`src/rtl/bp_fe_pred_write_sched.sv`:
```
// Write-port scheduler for a single-ported branch predictor table: clears the table
// after reset/flush, then merges redirect corrections and buffered attaboys into one write stream.
module bp_fe_pred_write_sched #(
  parameter int els_p          = 64,
  parameter int idx_width_p    = $clog2(els_p),
  parameter int data_width_p   = 32,
  parameter int fifo_els_p     = 4,
  parameter int starve_limit_p = 8
) (
  input  logic                    clk_i,
  input  logic                    reset_n_i,
  input  logic                    flush_i,
  output logic                    init_done_o,
  input  logic                    redirect_v_i,
  input  logic [idx_width_p-1:0]  redirect_idx_i,
  input  logic [data_width_p-1:0] redirect_data_i,
  output logic                    redirect_ovw_o,
  input  logic                    attaboy_v_i,
  input  logic [idx_width_p-1:0]  attaboy_idx_i,
  input  logic [data_width_p-1:0] attaboy_data_i,
  output logic                    attaboy_ready_o,
  output logic                    w_v_o,
  output logic                    w_clr_o,
  output logic [idx_width_p-1:0]  w_idx_o,
  output logic [data_width_p-1:0] w_data_o,
  input  logic                    w_yumi_i
);

  // Handshakes: an attaboy transfers on attaboy_v_i & attaboy_ready_o; a table write
  // transfers on w_v_o & w_yumi_i, and only then is the granted source removed.

  localparam int ptr_w    = $clog2(fifo_els_p);
  localparam int cnt_w    = ptr_w + 1;
  localparam int starve_w = $clog2(starve_limit_p + 1);

  localparam logic [idx_width_p-1:0] last_idx   = idx_width_p'(els_p - 1);
  localparam logic [idx_width_p-1:0] idx_one    = idx_width_p'(1);
  localparam logic [ptr_w-1:0]       ptr_one    = ptr_w'(1);
  localparam logic [cnt_w-1:0]       cnt_one    = cnt_w'(1);
  localparam logic [cnt_w-1:0]       cnt_full   = cnt_w'(fifo_els_p);
  localparam logic [starve_w-1:0]    starve_one = starve_w'(1);
  localparam logic [starve_w-1:0]    starve_max = starve_w'(starve_limit_p);

  typedef enum logic {
    sweep_s = 1'b0,
    ready_s = 1'b1
  } state_e;

  state_e                  state;
  logic [idx_width_p-1:0]  sweep_cnt;
  logic [idx_width_p-1:0]  fifo_idx  [fifo_els_p];
  logic [data_width_p-1:0] fifo_data [fifo_els_p];
  logic [ptr_w-1:0]        rd_ptr;
  logic [ptr_w-1:0]        wr_ptr;
  logic [cnt_w-1:0]        fifo_cnt;
  logic                    rdr_v;
  logic [idx_width_p-1:0]  rdr_idx;
  logic [data_width_p-1:0] rdr_data;
  logic [starve_w-1:0]     starve_cnt;
  logic                    ovw_r;

  logic is_ready;
  logic fifo_empty;
  logic fifo_full;
  logic starved;
  logic grant_fifo;
  logic grant_rdr;
  logic pop;
  logic rdr_take;
  logic push;

  assign is_ready   = (state == ready_s);
  assign fifo_empty = (fifo_cnt == '0);
  assign fifo_full  = (fifo_cnt == cnt_full);
  assign starved    = (starve_cnt == starve_max);

  // The redirect normally wins; a head that has lost starve_limit_p times is forced through.
  assign grant_fifo = is_ready & ~fifo_empty & (starved | ~rdr_v);
  assign grant_rdr  = is_ready & rdr_v & ~grant_fifo;
  assign pop        = grant_fifo & w_yumi_i;
  assign rdr_take   = grant_rdr & w_yumi_i;
  assign push       = attaboy_v_i & attaboy_ready_o;

  assign init_done_o     = is_ready;
  assign attaboy_ready_o = is_ready & ~fifo_full;
  assign redirect_ovw_o  = ovw_r;
  assign w_v_o           = reset_n_i & (~is_ready | rdr_v | ~fifo_empty);
  assign w_clr_o         = ~is_ready;
  assign w_idx_o         = ~is_ready  ? sweep_cnt :
                           grant_fifo ? fifo_idx[rd_ptr] : rdr_idx;
  assign w_data_o        = ~is_ready  ? '0 :
                           grant_fifo ? fifo_data[rd_ptr] : rdr_data;

  always_ff @(posedge clk_i) begin
    if (push) begin
      fifo_idx[wr_ptr]  <= attaboy_idx_i;
      fifo_data[wr_ptr] <= attaboy_data_i;
    end
  end

  always_ff @(posedge clk_i or negedge reset_n_i) begin
    if (!reset_n_i) begin
      state      <= sweep_s;
      sweep_cnt  <= '0;
      rd_ptr     <= '0;
      wr_ptr     <= '0;
      fifo_cnt   <= '0;
      rdr_v      <= 1'b0;
      rdr_idx    <= '0;
      rdr_data   <= '0;
      starve_cnt <= '0;
      ovw_r      <= 1'b0;
    end else begin
      ovw_r <= 1'b0;
      case (state)
        sweep_s: begin
          if (flush_i) begin
            sweep_cnt <= '0;
          end else if (w_yumi_i) begin
            if (sweep_cnt == last_idx) begin
              state     <= ready_s;
              sweep_cnt <= '0;
            end else begin
              sweep_cnt <= sweep_cnt + idx_one;
            end
          end
        end
        ready_s: begin
          if (flush_i) begin
            state      <= sweep_s;
            sweep_cnt  <= '0;
            rd_ptr     <= '0;
            wr_ptr     <= '0;
            fifo_cnt   <= '0;
            rdr_v      <= 1'b0;
            starve_cnt <= '0;
          end else begin
            if (push) wr_ptr <= wr_ptr + ptr_one;
            if (pop)  rd_ptr <= rd_ptr + ptr_one;
            case ({push, pop})
              2'b10:   fifo_cnt <= fifo_cnt + cnt_one;
              2'b01:   fifo_cnt <= fifo_cnt - cnt_one;
              default: fifo_cnt <= fifo_cnt;
            endcase
            // A newer redirect always replaces the register; it is an overwrite only if
            // the older one was still waiting.
            if (redirect_v_i) begin
              rdr_v    <= 1'b1;
              rdr_idx  <= redirect_idx_i;
              rdr_data <= redirect_data_i;
              ovw_r    <= rdr_v & ~rdr_take;
            end else if (rdr_take) begin
              rdr_v <= 1'b0;
            end
            if (fifo_empty || pop) begin
              starve_cnt <= '0;
            end else if (!grant_fifo && !starved) begin
              starve_cnt <= starve_cnt + starve_one;
            end
          end
        end
        default: state <= sweep_s;
      endcase
    end
  end

endmodule
```
`config.mk`:
```
export PLATFORM = sky130hd
export DESIGN_NAME = bp_fe_pred_write_sched
export DESIGN_NICKNAME = d
export VERILOG_FILES = /design/src/rtl/bp_fe_pred_write_sched.sv
export SDC_FILE = /design/constraint.sdc
export NUM_CORES = 1
export LEC_CHECK = 0
export ABC_AREA = 1
export CORE_MARGIN = 5
export CORE_UTILIZATION = 35
export CTS_CLUSTER_SIZE = 16
export DETAILED_ROUTE_END_ITERATION = 6
export DONT_BUFFER_PORTS = 1
export PLACE_DENSITY_LB_ADDON = 0.05
export SLEW_MARGIN = 20
export SYNTH_ARGS = -nofsm -noshare
export SYNTH_HDL_FRONTEND = slang
export SYNTH_SLANG_ARGS = --single-unit
```
`constraint.sdc`:
```
create_clock -name clk_i -period 2.7 [get_ports clk_i]
set_input_delay 0.27 -clock clk_i [delete_from_list [all_inputs] [get_ports clk_i]]
set_output_delay 0.27 -clock clk_i [all_outputs]
set_load 0.005 [all_outputs]
```
# Yosys cells after proc, flatten, opt, wreduce, memory -nomap -nowiden
# Memories as Yosys holds them, arrays and structs flattened.
# Cells that the tools add are included.
[totals]
n_memories = 2
ff_bits = 58
output_inout_bits = 43
latchBits = 0
rom_bits = 0
ramBits = 152
[memory_table]
columns = ["memory", "depth", "width", "read_ports", "rd_clocked_by_memory_dff", "wr", "line", "text"]
rows = [
  ["fifo_data", 4, 32, 1, 0, 1, "52", "logic [data_width_p-1:0] fifo_data [fifo_els_p];"],
  ["fifo_idx", 4, 6, 1, 0, 1, "51", "logic [idx_width_p-1:0] fifo_idx [fifo_els_p];"],
]
[classes]
n_shift = 0
reduce_logical = 17
n_addsub = 6
order_cmp = 0
multipliers = 0
bitwise = 20
eq_ne = 7
div_mod_pow = 0
muxes = 31
[ops]
columns = ["op", "n"]
rows = [
  ["2-to-1 mux 32 bit", 2],
  ["2-to-1 mux 6 bit", 6],
  ["2-to-1 mux 1 bit", 12],
  ["2-to-1 mux 4 bit", 3],
  ["one-hot mux 6 bit (2 select lines)", 1],
  ["AND reduction 2 bit", 6],
  ["bitwise AND 1 bit", 10],
  ["nonzero test 3 bit", 3],
  ["2-to-1 mux 2 bit", 4],
  ["NOT 1 bit", 7],
  ["adder 6 x 1 -> 6 bit (second input constant)", 1],
  ["== test 6 bit (second input constant)", 1],
  ["one-hot mux 3 bit (2 select lines)", 1],
  ["adder 2 x 1 -> 2 bit (second input constant)", 2],
  ["adder 4 x 1 -> 4 bit (second input constant)", 1],
  ["== test 4 bit (second input constant)", 1],
  ["nonzero test 2 bit", 2],
  ["adder 3 x 1 -> 3 bit (second input constant)", 1],
  ["== test 3 bit (second input constant)", 1],
  ["zero test 3 bit", 1],
  ["2-to-1 mux 3 bit", 1],
  ["!= test 3 x 2 -> 1 bit (second input constant)", 1],
  ["OR 1 bit", 3],
  ["AND reduction 3 bit", 1],
  ["other kinds (8)", 9],
]

# Longest topological paths before layout
[depth]
word_depth = 12
ltp_mapped = 15
ltp_nobuf = 15

# Least setup slack after synthesis
# Ideal clock, no wire load.
[synth_path]
kind = "register to register"
from = "register fifo_cnt[0]"
to = "memory fifo_data[0][0] (enable)"
arrival_time_ns = 2.355
stages_incl_launch_ff = 5
required_time_ns = 2.267
slack_ns = -0.088
synth_period_minus_slack_ns = 2.788
path_buffers = 0
setup_time_ns = 0.433
path_cell_list = "dfrtp_1 -> nor2_1 -> nand2_1 -> nand3_1 -> nor2_1"
[synth_between]
elab_chain_len = 6
[synth_lines]
columns = ["element", "line", "text"]
rows = [
  ["start, declared", "55", "logic [cnt_w-1:0] fifo_cnt;"],
  ["start signal, assigned", "141", "2'b10: fifo_cnt <= fifo_cnt + cnt_one;"],
  ["start signal, assigned", "142", "2'b01: fifo_cnt <= fifo_cnt - cnt_one;"],
  ["start signal, assigned", "143", "default: fifo_cnt <= fifo_cnt;"],
  ["== test 3 bit", "74", "assign fifo_full = (fifo_cnt == cnt_full);"],
  ["NOT 1 bit", "85", "assign attaboy_ready_o = is_ready & ~fifo_full;"],
  ["bitwise AND 1 bit", "85", ""],
  ["bitwise AND 1 bit", "82", "assign push = attaboy_v_i & attaboy_ready_o;"],
  ["2-to-1 mux 1 bit", "95", "if (push) begin"],
  ["2-to-1 mux 1 bit (implied by the code)", "97", "fifo_data[wr_ptr] <= attaboy_data_i;"],
  ["end, declared", "52", ""],
]
# No other way between the ends.

# Final worst setup path
[layout_path]
from = "register starve_cnt[0]"
to = "output port w_data_o[1]"
[layout_between]
elab_chain_len = 5
[layout_lines]
columns = ["element", "line", "text"]
rows = [
  ["start, declared", "59", "logic [starve_w-1:0] starve_cnt;"],
  ["start signal, assigned", "158", "starve_cnt <= starve_cnt + starve_one;"],
  ["== test 4 bit", "75", "assign starved = (starve_cnt == starve_max);"],
  ["OR 1 bit", "78", "assign grant_fifo = is_ready & ~fifo_empty & (starved | ~rdr_v);"],
  ["bitwise AND 1 bit", "78", ""],
  ["2-to-1 mux 32 bit", "92", "grant_fifo ? fifo_data[rd_ptr] : rdr_data;"],
  ["2-to-1 mux 32 bit", "91", "assign w_data_o = ~is_ready ? '0 :"],
  ["end, declared", "25", "output logic [data_width_p-1:0] w_data_o,"],
]
# No other way between the ends.

==> flow_summary.ini <==
[power]
peakVddDrop_v = 0.000405
p_leak_nw = 4.01
p_total_mw = 7.16
clkPwrFrac = 0.423
p_int_mw = 5.57
comb_power_share = 0.079
switching_share = 0.223
power_density_nw_per_um2 = 663
power.switching_mw = 1.60
seq_power_share = 0.498

[hold_path]
hp-start = w_yumi_i
hold_path_depth = 3
hold_path_end = sweep_cnt[2]
min_path_type = in -> reg

[synth]
ys.flop_type = edfxtp_1
synth_async_sr_flop_share = 0.276
yosys_warnings = 0
synth_seq_area_share = 0.687
synth_edf_count = 152
yosysTopAreaCellShare = 0.521
syn_nets = 828
synth.distinct_cells = 30
post-synth-top-count-cell = nor2_1
ys_top_cells_by_count = 164 x nor2_1, 152 x edfxtp_1, 128 x o21ai_0
synthesis.area_um2 = 8760
ys_ff_latch = 210
syn_avg_cell_area_um2 = 11.9
syn_inst = 738
synth.area.top_cells = edfxtp_1 52%, dfrtp_1 17%, o21ai_0 7.3%
synth_top_area_cell = edfxtp_1

[drt]
via_per_inst = 5.00
drtIter0Drc = 322
drtPass1Iterations = 5
remaining_drc_errors = 0
ant_nets = 0
via_count = 5861
routed_wl_mm = 22.2
wire_per_inst_um = 19.0

[critical_path]
reg2reg_to = fifo_cnt[2]
reg2reg_slack_ns = 0.54
worst_ep_arrival_time_ns = 2.27
crit_chain = inv_1, ha_1, nand2_1, nor2_1, nor2_1, nor2_4, buf_4, o21ai_0, a31oi_1, buf_4
startpoint_type = flip-flop
required_ns = 2.43
worst-r2r-cell-count = 15
cp_slowest_cell = dfrtp_1
r2r-start = starve_cnt[0]
cp-end-kind = output pin
crit_fanout = 31
setup.worst_path.class = reg -> out
slowest_delay_ns = 0.41

[cts]
htreeDepth = 1
clock_latency_ns = 0.50
clkTransAtPathRegs_ns = 0.06
cts_buffers = 24
post_cts_buffers = 0
cts_root_buf = clkbuf_16
cts_sinks = 210
clockBufferDepth = 3
tritoncts = done

[placed_design]
port_buffers = 0
hpwlAfterDp_mm = 13.5
finalWeightedCongestion = 0.752
dp_slack_ns = 0.560

[sta]
max-slew-margin-rel = 0.618
tightest_slew_ns = 0.572
fin_ws_ns = 0.159
period_minus_slack_ns = 2.54
setup_violations = 0
fin_crit_sh = 0.941
final.setup.tns_ns = 0
finalMaxSlewViolations = 0
fmax_mhz = 393
timing.hold.ws_ns = 0.0275
final_hold_viol_count = 0
fin_skew_ns = 0.00732
rsz0062_at_grt = false

[global_route]
grt_pass1_vias = 5851
grt_max_degree = 78
grt_pass1_wl_mm = 33.9
globalRouteTotalUtil = 0.153
antenna_found_initial = 1
grt_overflow = 0

[final_layout]
fin_nets = 914
syn_to_final_growth_pct = 23.3
final_util = 0.434
drive_gt1_frac = 0.119

[job]
max-cap-violations = 0

[floorplan]
coreArea_um2 = 24900
io_pins = 125
die_height_um = 168
start_util = 0.352
die_area_um2 = 28300
die_w_um = 168
rows = 58

[status]
status = finished, final reports clean
-- registers in the layout, summed over array words and instances, names as in the netlist --
name            cells
wr_ptr              2
rdr_idx             6
rd_ptr              2
rdr_data           32
fifo_idx           24
rdr_v               1
fifo_cnt            3
init_done_o         1
sweep_cnt           6
redirect_ovw_o      1
starve_cnt          4
fifo_data         128
-- power groups by stage --
stage                     clock network (mW)  registers (mW)  logic (mW)
after floorplan                            0            3.62       0.311
after global placement                     0            3.63       0.428
after detailed placement                   0            3.63       0.434
after CTS                               3.14            3.57       0.581
after global routing                    3.28            3.57       0.639
final                                   3.03            3.57       0.564
-- per-stage QoR --
step / area [um^2] / cells
after floorplan: 8760 / 738
after global placement: 9210 / 1046
after detailed placement: 9210 / 1046
after CTS: 10800 / 1172
after global routing: 10800 / 1173
final: 10800 / 1173
-- layer usage --
metal,track usage,part of all wire,up-vias
li1,-,-,2802
met5,0,0,-
met2,0.251,0.48,152
met3,0.0338,0.060,29
met1,0.207,0.44,2878
met4,0.0392,0.020,0
-- worst max-delay path, delay by kind of cell, from the launching register on --
family,cells,cell delay [ns]
AOI/OAI and AO/OA,2,0.27
adders and majority gates,1,0.17
buffers and inverters,3,0.55
DFF,1,0.41
and+or+nand+nor,4,0.35
-- worst max-delay path by stage --
stage	cells after the start	slack, ns	startpoint	endpoint
final	10	0.16	starve_cnt[0]	w_data_o[1]
after global routing	10	0.003	starve_cnt[0]	w_data_o[1]
after CTS	9	0.09	starve_cnt[0]	w_data_o[29]
after detailed placement	15	0.56	starve_cnt[0]	fifo_cnt[2]
after global placement	15	0.60	starve_cnt[0]	fifo_cnt[2]
after floorplan	4	-0.09	fifo_cnt[0]	fifo_data[0][0]
-- repair_timing --
item | 4_1_cts | 5_1_grt
endpoints found under the hold margin | 261 | 0
hold buffers | 82 | 0
setup endpoints to repair | 0 | 4
gates resized for setup | 0 | 1
-- final cells by class --
cell class	count	area, um^2
clock buffers	32	662
repair buffers	103	1040
clock inverters	12	82.6
flip-flops and latches	210	6020
well taps	330	413
diodes	1	2.50
fillers	2296	14100
multi-input cells	457	2480
inverters	28	105
-- logic make-up (layout without fill, tap and decap cells) --
family | after synthesis | count (layout) | share of synthesized area
mux | 38 | 38 | 0.0489
other cells | 0 | 1 | 0
buf+inv | 71 | 175 | 0.0343
xor+xnor | 6 | 6 | 0.00600
compound gates | 177 | 177 | 0.108
simple gates | 228 | 228 | 0.104
fa+ha+maj | 8 | 8 | 0.0123
flops | 210 | 210 | 0.687
-- cell usage in the layout, fill, tap and decap left out, drive strengths merged, types with 2 or more instances in the layout --
cell type,instances
nor2,166
edfxtp,152
o21ai,131
dlygate4sd3,81
dfrtp,58
nand2,39
mux2,38
a31oi,32
clkbuf,32
inv,28
buf,22
nand3,14
clkinv,11
nand4,7
ha,7
o22ai,6
a21oi,5
xor2,4
xnor2,2
Note: power is estimated with default switching activity, not from simulation.
